$ cat src/rtl/riscvx_pkg.sv
// Shared RV32I memory-stage definitions.
//   - funct3 codes for loads and stores
//   - mem_state_t: memory-stage access FSM states
//   - be_gen(): byte-enable pattern from access width and address low bits
package riscvx_pkg;

    localparam logic [2:0] F3_LB  = 3'b000;
    localparam logic [2:0] F3_LH  = 3'b001;
    localparam logic [2:0] F3_LW  = 3'b010;
    localparam logic [2:0] F3_LBU = 3'b100;
    localparam logic [2:0] F3_LHU = 3'b101;
    localparam logic [2:0] F3_SB  = 3'b000;
    localparam logic [2:0] F3_SH  = 3'b001;
    localparam logic [2:0] F3_SW  = 3'b010;

    typedef enum logic [1:0] {
        StIdle = 2'd0,
        StBusy = 2'd1,
        StDone = 2'd2
    } mem_state_t;

    // funct3[1:0] encodes width for both loads and stores (bit 2 is only the sign flag).
    function automatic logic [3:0] be_gen(input logic [2:0] funct3, input logic [1:0] addr_lo);
        logic [3:0] be;
        case (funct3[1:0])
            2'b00:   be = 4'b0001 << addr_lo;
            2'b01:   be = 4'b0011 << addr_lo;
            default: be = 4'b1111;
        endcase
        return be;
    endfunction

endpackage

$ cat src/rtl/mem_access_stage_if.sv
// Data-memory request/ready bus.
//   master (pipeline side): drives dmem_req/we/addr/be/wdata, receives dmem_ready/rdata
//   slave  (memory side):   the mirror image
interface mem_access_stage_if #(
    parameter int unsigned ADDR_W = 32
);
    logic              dmem_req;
    logic              dmem_we;
    logic [ADDR_W-1:0] dmem_addr;
    logic [3:0]        dmem_be;
    logic [31:0]       dmem_wdata;
    logic              dmem_ready;
    logic [31:0]       dmem_rdata;

    modport master (
        output dmem_req, dmem_we, dmem_addr, dmem_be, dmem_wdata,
        input  dmem_ready, dmem_rdata
    );

    modport slave (
        input  dmem_req, dmem_we, dmem_addr, dmem_be, dmem_wdata,
        output dmem_ready, dmem_rdata
    );
endinterface

$ cat src/rtl/mem_access_stage_load_formatter.sv
// load_formatter: picks the addressed byte/half out of a 32-bit memory word and
// sign- or zero-extends it according to the load funct3.
//   rdata   in  32  raw memory word
//   funct3  in  3   load kind (LB/LH/LW/LBU/LHU)
//   addr_lo in  2   byte offset within the word
//   result  out 32  extended load value
module load_formatter
    import riscvx_pkg::*;
(
    input  logic [31:0] rdata,
    input  logic [2:0]  funct3,
    input  logic [1:0]  addr_lo,
    output logic [31:0] result
);
    logic [7:0]  byte_sel;
    logic [15:0] half_sel;

    always_comb begin
        byte_sel = rdata[{addr_lo, 3'b000} +: 8];
        half_sel = addr_lo[1] ? rdata[31:16] : rdata[15:0];
        case (funct3)
            F3_LB:   result = {{24{byte_sel[7]}}, byte_sel};
            F3_LH:   result = {{16{half_sel[15]}}, half_sel};
            F3_LBU:  result = {24'h0, byte_sel};
            F3_LHU:  result = {16'h0, half_sel};
            default: result = rdata;
        endcase
    end
endmodule

$ cat src/rtl/mem_access_stage.sv
// mem_access_stage: RV32I MEM stage. Non-memory ops pass straight through to
// MEM/WB; legal aligned loads/stores run a request/ready access while stalling
// upstream, then present the result for one cycle.
//   clk, reset_n               clock, synchronous active-low reset
//   valid/regwrite/memread/memwrite/funct3/alu_result/rs2_data/rd _MEM : EX/MEM inputs
//   wb_regwrite, wb_rd, wb_rd_data : to MEM/WB register
//   stall_MEM                  freeze upstream pipeline registers
//   mem_fault                  one-cycle pulse on misaligned or illegal access
//   dmem                       data-memory bus (master side)
module mem_access_stage
    import riscvx_pkg::*;
#(
    parameter int unsigned ADDR_W = 32
) (
    input  logic        clk,
    input  logic        reset_n,
    input  logic        valid_MEM,
    input  logic        regwrite_MEM,
    input  logic        memread_MEM,
    input  logic        memwrite_MEM,
    input  logic [2:0]  funct3_MEM,
    input  logic [31:0] alu_result_MEM,
    input  logic [31:0] rs2_data_MEM,
    input  logic [4:0]  rd_MEM,
    output logic        wb_regwrite,
    output logic [4:0]  wb_rd,
    output logic [31:0] wb_rd_data,
    output logic        stall_MEM,
    output logic        mem_fault,
    mem_access_stage_if.master dmem
);
    mem_state_t        state_q, state_d;
    logic              req_q, we_q, regwrite_q;
    logic [ADDR_W-1:0] addr_q;
    logic [3:0]        be_q;
    logic [31:0]       wdata_q, rdata_q, load_fmt, wdata_lane;
    logic [2:0]        funct3_q;
    logic [1:0]        addr_lo_q;
    logic [4:0]        rd_q;

    logic [1:0] addr_lo;
    logic       mem_op, f3_ok, aligned, start;
    logic       wb_regwrite_c, stall_c, fault_c;
    logic [4:0] wb_rd_c;
    logic [31:0] wb_rd_data_c;

    assign addr_lo = alu_result_MEM[1:0];

    // Access legality decode.
    always_comb begin
        f3_ok = 1'b0;
        if (memread_MEM && !memwrite_MEM) begin
            f3_ok = funct3_MEM inside {F3_LB, F3_LH, F3_LW, F3_LBU, F3_LHU};
        end else if (memwrite_MEM && !memread_MEM) begin
            f3_ok = funct3_MEM inside {F3_SB, F3_SH, F3_SW};
        end
        case (funct3_MEM[1:0])
            2'b01:   aligned = ~addr_lo[0];
            2'b10:   aligned = (addr_lo == 2'b00);
            default: aligned = 1'b1;
        endcase
        mem_op = valid_MEM & (memread_MEM | memwrite_MEM);
        start  = mem_op & f3_ok & aligned;
    end

    // Store data replicated across lanes; byte enables pick the live lane(s).
    always_comb begin
        case (funct3_MEM[1:0])
            2'b00:   wdata_lane = {4{rs2_data_MEM[7:0]}};
            2'b01:   wdata_lane = {2{rs2_data_MEM[15:0]}};
            default: wdata_lane = rs2_data_MEM;
        endcase
    end

    load_formatter u_load_formatter (
        .rdata   (dmem.dmem_rdata),
        .funct3  (funct3_q),
        .addr_lo (addr_lo_q),
        .result  (load_fmt)
    );

    always_comb begin
        state_d       = state_q;
        stall_c       = 1'b0;
        fault_c       = 1'b0;
        wb_regwrite_c = 1'b0;
        wb_rd_c       = '0;
        wb_rd_data_c  = '0;
        unique case (state_q)
            StIdle: begin
                if (mem_op) begin
                    if (start) begin
                        stall_c = 1'b1;
                        state_d = StBusy;
                    end else begin
                        fault_c = 1'b1;
                    end
                end else if (valid_MEM) begin
                    wb_regwrite_c = regwrite_MEM & (rd_MEM != 5'd0);
                    wb_rd_c       = rd_MEM;
                    wb_rd_data_c  = alu_result_MEM;
                end
            end
            StBusy: begin
                stall_c = 1'b1;
                if (dmem.dmem_ready) state_d = StDone;
            end
            StDone: begin
                // Upstream advances on this edge, so the op is never re-issued.
                wb_regwrite_c = ~we_q & regwrite_q & (rd_q != 5'd0);
                wb_rd_c       = rd_q;
                wb_rd_data_c  = rdata_q;
                state_d       = StIdle;
            end
            default: state_d = StIdle;
        endcase
    end

    always_ff @(posedge clk) begin
        if (!reset_n) begin
            state_q    <= StIdle;
            req_q      <= 1'b0;
            we_q       <= 1'b0;
            regwrite_q <= 1'b0;
            addr_q     <= '0;
            be_q       <= '0;
            wdata_q    <= '0;
            rdata_q    <= '0;
            funct3_q   <= '0;
            addr_lo_q  <= '0;
            rd_q       <= '0;
        end else begin
            state_q <= state_d;
            if (state_q == StIdle && start) begin
                req_q      <= 1'b1;
                we_q       <= memwrite_MEM;
                regwrite_q <= regwrite_MEM;
                addr_q     <= {alu_result_MEM[ADDR_W-1:2], 2'b00};
                be_q       <= be_gen(funct3_MEM, addr_lo);
                wdata_q    <= wdata_lane;
                funct3_q   <= funct3_MEM;
                addr_lo_q  <= addr_lo;
                rd_q       <= rd_MEM;
            end
            if (state_q == StBusy && dmem.dmem_ready) begin
                req_q   <= 1'b0;
                rdata_q <= we_q ? 32'h0 : load_fmt;
            end
        end
    end

    // Every output is held at zero while reset is asserted.
    always_comb begin
        wb_regwrite     = reset_n & wb_regwrite_c;
        wb_rd           = reset_n ? wb_rd_c : 5'd0;
        wb_rd_data      = reset_n ? wb_rd_data_c : 32'h0;
        stall_MEM       = reset_n & stall_c;
        mem_fault       = reset_n & fault_c;
        dmem.dmem_req   = reset_n & req_q;
        dmem.dmem_we    = (reset_n & req_q) & we_q;
        dmem.dmem_addr  = (reset_n & req_q) ? addr_q : '0;
        dmem.dmem_be    = (reset_n & req_q) ? be_q : 4'h0;
        dmem.dmem_wdata = (reset_n & req_q) ? wdata_q : 32'h0;
    end
endmodule
$ cat src/flat_wrapper.sv
// flat-port wrapper written by rule: the top's interface ports become plain ports
module mem_access_stage_flat import riscvx_pkg::*;
#(
    parameter int unsigned ADDR_W = 32
)
  (clk, reset_n, valid_MEM, regwrite_MEM, memread_MEM, memwrite_MEM, funct3_MEM, alu_result_MEM, rs2_data_MEM, rd_MEM, wb_regwrite, wb_rd, wb_rd_data, stall_MEM, mem_fault, dmem_dmem_req, dmem_dmem_we, dmem_dmem_addr, dmem_dmem_be, dmem_dmem_wdata, dmem_dmem_ready, dmem_dmem_rdata);
  mem_access_stage_if #(.ADDR_W(ADDR_W)) dmem_i ();
  input  logic clk;
  input  logic reset_n;
  input  logic valid_MEM;
  input  logic regwrite_MEM;
  input  logic memread_MEM;
  input  logic memwrite_MEM;
  input  logic [2:0] funct3_MEM;
  input  logic [31:0] alu_result_MEM;
  input  logic [31:0] rs2_data_MEM;
  input  logic [4:0] rd_MEM;
  output logic wb_regwrite;
  output logic [4:0] wb_rd;
  output logic [31:0] wb_rd_data;
  output logic stall_MEM;
  output logic mem_fault;
  output wire logic [$bits(dmem_i.dmem_req)-1:0] dmem_dmem_req;
  output wire logic [$bits(dmem_i.dmem_we)-1:0] dmem_dmem_we;
  output wire logic [$bits(dmem_i.dmem_addr)-1:0] dmem_dmem_addr;
  output wire logic [$bits(dmem_i.dmem_be)-1:0] dmem_dmem_be;
  output wire logic [$bits(dmem_i.dmem_wdata)-1:0] dmem_dmem_wdata;
  input wire logic [$bits(dmem_i.dmem_ready)-1:0] dmem_dmem_ready;
  input wire logic [$bits(dmem_i.dmem_rdata)-1:0] dmem_dmem_rdata;
  assign dmem_dmem_req = dmem_i.dmem_req;
  assign dmem_dmem_we = dmem_i.dmem_we;
  assign dmem_dmem_addr = dmem_i.dmem_addr;
  assign dmem_dmem_be = dmem_i.dmem_be;
  assign dmem_dmem_wdata = dmem_i.dmem_wdata;
  assign dmem_i.dmem_ready = dmem_dmem_ready;
  assign dmem_i.dmem_rdata = dmem_dmem_rdata;
  mem_access_stage #(.ADDR_W(ADDR_W)) u_core (.clk(clk), .reset_n(reset_n), .valid_MEM(valid_MEM), .regwrite_MEM(regwrite_MEM), .memread_MEM(memread_MEM), .memwrite_MEM(memwrite_MEM), .funct3_MEM(funct3_MEM), .alu_result_MEM(alu_result_MEM), .rs2_data_MEM(rs2_data_MEM), .rd_MEM(rd_MEM), .wb_regwrite(wb_regwrite), .wb_rd(wb_rd), .wb_rd_data(wb_rd_data), .stall_MEM(stall_MEM), .mem_fault(mem_fault), .dmem(dmem_i));
endmodule
$ cat config.mk
export PLATFORM = sky130hd
export DESIGN_NAME = mem_access_stage_flat
export DESIGN_NICKNAME = d
export VERILOG_FILES = /design/src/rtl/riscvx_pkg.sv /design/src/rtl/mem_access_stage_if.sv /design/src/rtl/mem_access_stage_load_formatter.sv /design/src/rtl/mem_access_stage.sv /design/src/flat_wrapper.sv
export SDC_FILE = /design/constraint.sdc
export NUM_CORES = 1
export LEC_CHECK = 0
export CELL_PAD_IN_SITES_DETAIL_PLACEMENT = 1
export CELL_PAD_IN_SITES_GLOBAL_PLACEMENT = 1
export CORE_MARGIN = 3
export CORE_UTILIZATION = 33
export DETAILED_ROUTE_END_ITERATION = 16
export GPL_TIMING_DRIVEN = 0
export PLACE_DENSITY_LB_ADDON = 0.1
export SLEW_MARGIN = 20
export SYNTH_ARGS = -nofsm -noshare
export SYNTH_HDL_FRONTEND = slang
export SYNTH_SLANG_ARGS = --single-unit
$ cat constraint.sdc
create_clock -name clk -period 2.4 [get_ports clk]
set_input_delay 0.36 -clock clk [delete_from_list [all_inputs] [get_ports clk]]
set_output_delay 0.36 -clock clk [all_outputs]
set_load 0.05 [all_outputs]
==> impl_metrics.json <==
{
  "gr-usage-all-layers_pct": 26.0,
  "clk-insertion-delay-late_ps": 420,
  "yosysUniqueCellTypes": 48,
  "wl_um": 27800,
  "wl_per_cell_um": 21.2,
  "n_antenna_cell": 0,
  "routed_via_density": 5.27,
  "coreArea_um2": 18800,
  "grt_use_met2_pct": 43.8,
  "fin_ws_ps": -97.4,
  "netlist_area_um2": 6350,
  "rsz0062_at_grt": "yes",
  "clk_pin_slew_ps": 50,
  "finalHoldViolations": 0,
  "finalSetupViolCount": 38,
  "ant_nets": 0,
  "num_vias": 6912,
  "grt_max_degree": 17,
  "num_io_pins": 221,
  "grt-ovfl-total": 0,
  "crit_required_ps": 2040,
  "die_x_um": 145,
  "cts_tree": "yes",
  "slew_headroom_pct": 51.1,
  "timing.rr.end": "u_core.rdata_q[28]",
  "postSynthAreaPerCell_um2": 8.07,
  "startpoint": "u_core.state_q[0]",
  "ys_seq_elements": 113,
  "grt_pass1_vias": 7145,
  "fillerInstances": 2197,
  "busiest_layer": "met2",
  "place_ws_ps": -1490,
  "tightest_slew_ps": 733,
  "timing.fmax_ghz": 0.400,
  "final_cell_mix": "nand2_1, dfxtp_1, clkdlybuf4s50_1",
  "hpwl_um": 21000,
  "grt_first_pass_wirelength_um": 41300,
  "cts.path.max_buffers": 2,
  "yosysSeqAreaShare_pct": 35.6,
  "initial_core_util_pct": 33.7,
  "final.setup.tns_ps": -2010,
  "grt.met3_usage_pct": 4.27,
  "dieArea_um2": 20900,
  "cp-end-kind": "primary output",
  "firstDrtPassIters": 5,
  "fin_crit_ps": 2500,
  "violations": "negative setup slack",
  "rrSetupSlack_ps": 190,
  "synthFlopType": "dfxtp_1",
  "crit_arrival_ps": 2140,
  "port_buffers": 217,
  "crit_path_max_fanout": 7,
  "drc": 0,
  "synthArstFlopShare_pct": 0,
  "num_rows": 50,
  "max_cap_violations": 0,
  "synth_cells": 787,
  "reg2reg_depth": 6,
  "p_per_area_nw_per_um2": 549,
  "min_path_cells": 3,
  "drt_iter0_drc": 359,
  "met1_usage_pct": 34.0,
  "cts.sink_count": 113,
  "r2r-start": "u_core.state_q[1]",
  "status": "finished, violations left",
  "areaGrowthSynthToFinish_pct": 59.1,
  "min_path_type": "input port to register",
  "hold_ws_ps": 247,
  "cts.htree.levels": 4,
  "synth_edf_count": 0,
  "startpoint_type": "register",
  "final_common_cell": "nand2_1",
  "antenna_found_initial": 1,
  "synth_warnings": 0,
  "slew_viol_final": 0,
  "cts_buffers": 17,
  "path_class": "register to primary output",
  "fp.dieH_um": 145,
  "crit_end": "wb_rd_data[24]",
  "cts-root-buf": "clkbuf_16",
  "p_leak_nw": 3.86,
  "place.gp.congestion": 0.943,
  "peakVddDrop_uv": 514,
  "post-route-period-util_pct": 104,
  "fin_worst_skew_ps": 5.92,
  "layout.nets": 1153,
  "drive_gt1_share_pct": 27.4
}
through the flow:
step | instance area [µm²] | power (mW) | utilization [%] | instances
2_1_floorplan | 6370 | 2.44 | - | 788
6_report | 10100 | 5.54 | 53.6 | 1312
3_3_place_gp | 8870 | 2.85 | 47.1 | 1265
3_5_place_dp | 8870 | 2.85 | 47.1 | 1265
5_1_grt | 10100 | 5.73 | 53.6 | 1312
4_1_cts | 9960 | 5.53 | 52.9 | 1310
sequential cells by signal (all words and copies together) (netlist names):
| register | cells |
|---|---|
| u_core.be_q | 4 |
| u_core.rd_q | 5 |
| u_core.rdata_q | 32 |
| u_core.funct3_q | 3 |
| u_core.req_q | 1 |
| u_core.we_q | 1 |
| u_core.addr_q | 30 |
| u_core.state_q | 2 |
| u_core.regwrite_q | 1 |
| u_core.wdata_q | 32 |
| u_core.addr_lo_q | 2 |
critical path, stage by stage (launching register included):
cell and delay [ps]:
dfxtp_4 350, or3b_4 410, nor3_4 200, buf_6 210
buf_6 130, a22oi_1 60, nor2_1 160, buf_6 180
power by group:
part / switching (mW) / total, mW / internal, mW / leakage [nW]
combinational: 0.554 / 0.964 / 0.410 / 2.66
clock: 0.964 / 2.61 / 1.65 / 0.284
sequential: 0.0332 / 1.96 / 1.93 / 0.915
total: 1.55 / 5.54 / 3.99 / 3.86
cell families after synthesis:
kind of cell    share of synthesized area (%)
other cells                            0.0591
buf+inv                                  6.98
xor+xnor                                0.138
simple gates                             26.1
fa+ha+maj                               0.591
mux                                      9.82
compound gates                           20.6
flops                                    35.6
cells in the mapped netlist (3+ instances only):
cell	instances	area share, %
buf_4	5	0.59
a21oi_1	10	0.79
dfxtp_1	113	36
clkbuf_1	60	3.5
a311oi_2	19	4.5
nand2b_1	18	1.8
or3_1	7	0.69
o22ai_1	3	0.30
nor2b_1	30	3.0
ha_1	3	0.59
buf_6	10	1.8
nand2_1	170	10
mux2i_1	60	9.5
and3_1	68	6.7
o21ai_1	30	2.4
nor3_1	5	0.39
nor2_1	41	2.4
o311ai_1	8	1.1
buf_2	6	0.47
a31oi_1	28	2.8
inv_1	9	0.53
a311oi_1	9	1.2
a22oi_1	46	5.4
timing repair:
action,4_1_cts,5_1_grt
resized for setup,567,57
hold buffers,0,0
pin swaps,21,34
buffers inserted,9,2
endpoints found under the setup margin,109,65
gates cloned,4,0
metal layers:
layer / share of wire (%) / vias up
met5: 0.047 / -
met4: 2.5 / 2
met3: 4.8 / 43
met2: 49 / 221
met1: 44 / 3340
li1: - / 3306
cell type report:
cell class	count	area, µm²	area share [%]
inverters	10	37.5	0.372
repair buffers	232	2390	23.7
well taps	260	325	3.22
flip-flops and latches	113	2270	22.5
multi-input cells	584	3960	39.2
clock buffers	18	439	4.35
clock inverters	14	165	1.64
plain buffers	81	513	5.08
how the worst min path moves through the flow:
| stage | end | from | slack (ps) |
|---|---|---|---|
| finish | u_core.funct3_q[1] | funct3_MEM[1] | 250 |
| global route | u_core.funct3_q[1] | funct3_MEM[1] | 260 |
| CTS | u_core.funct3_q[1] | funct3_MEM[1] | 230 |
| detailed placement | u_core.rdata_q[13] | u_core.rdata_q[13] | 430 |
| global placement | u_core.rdata_q[8] | u_core.rdata_q[8] | 430 |
| floorplan | u_core.rdata_q[10] | u_core.rdata_q[10] | 420 |
(Power assumes the default switching activity.)
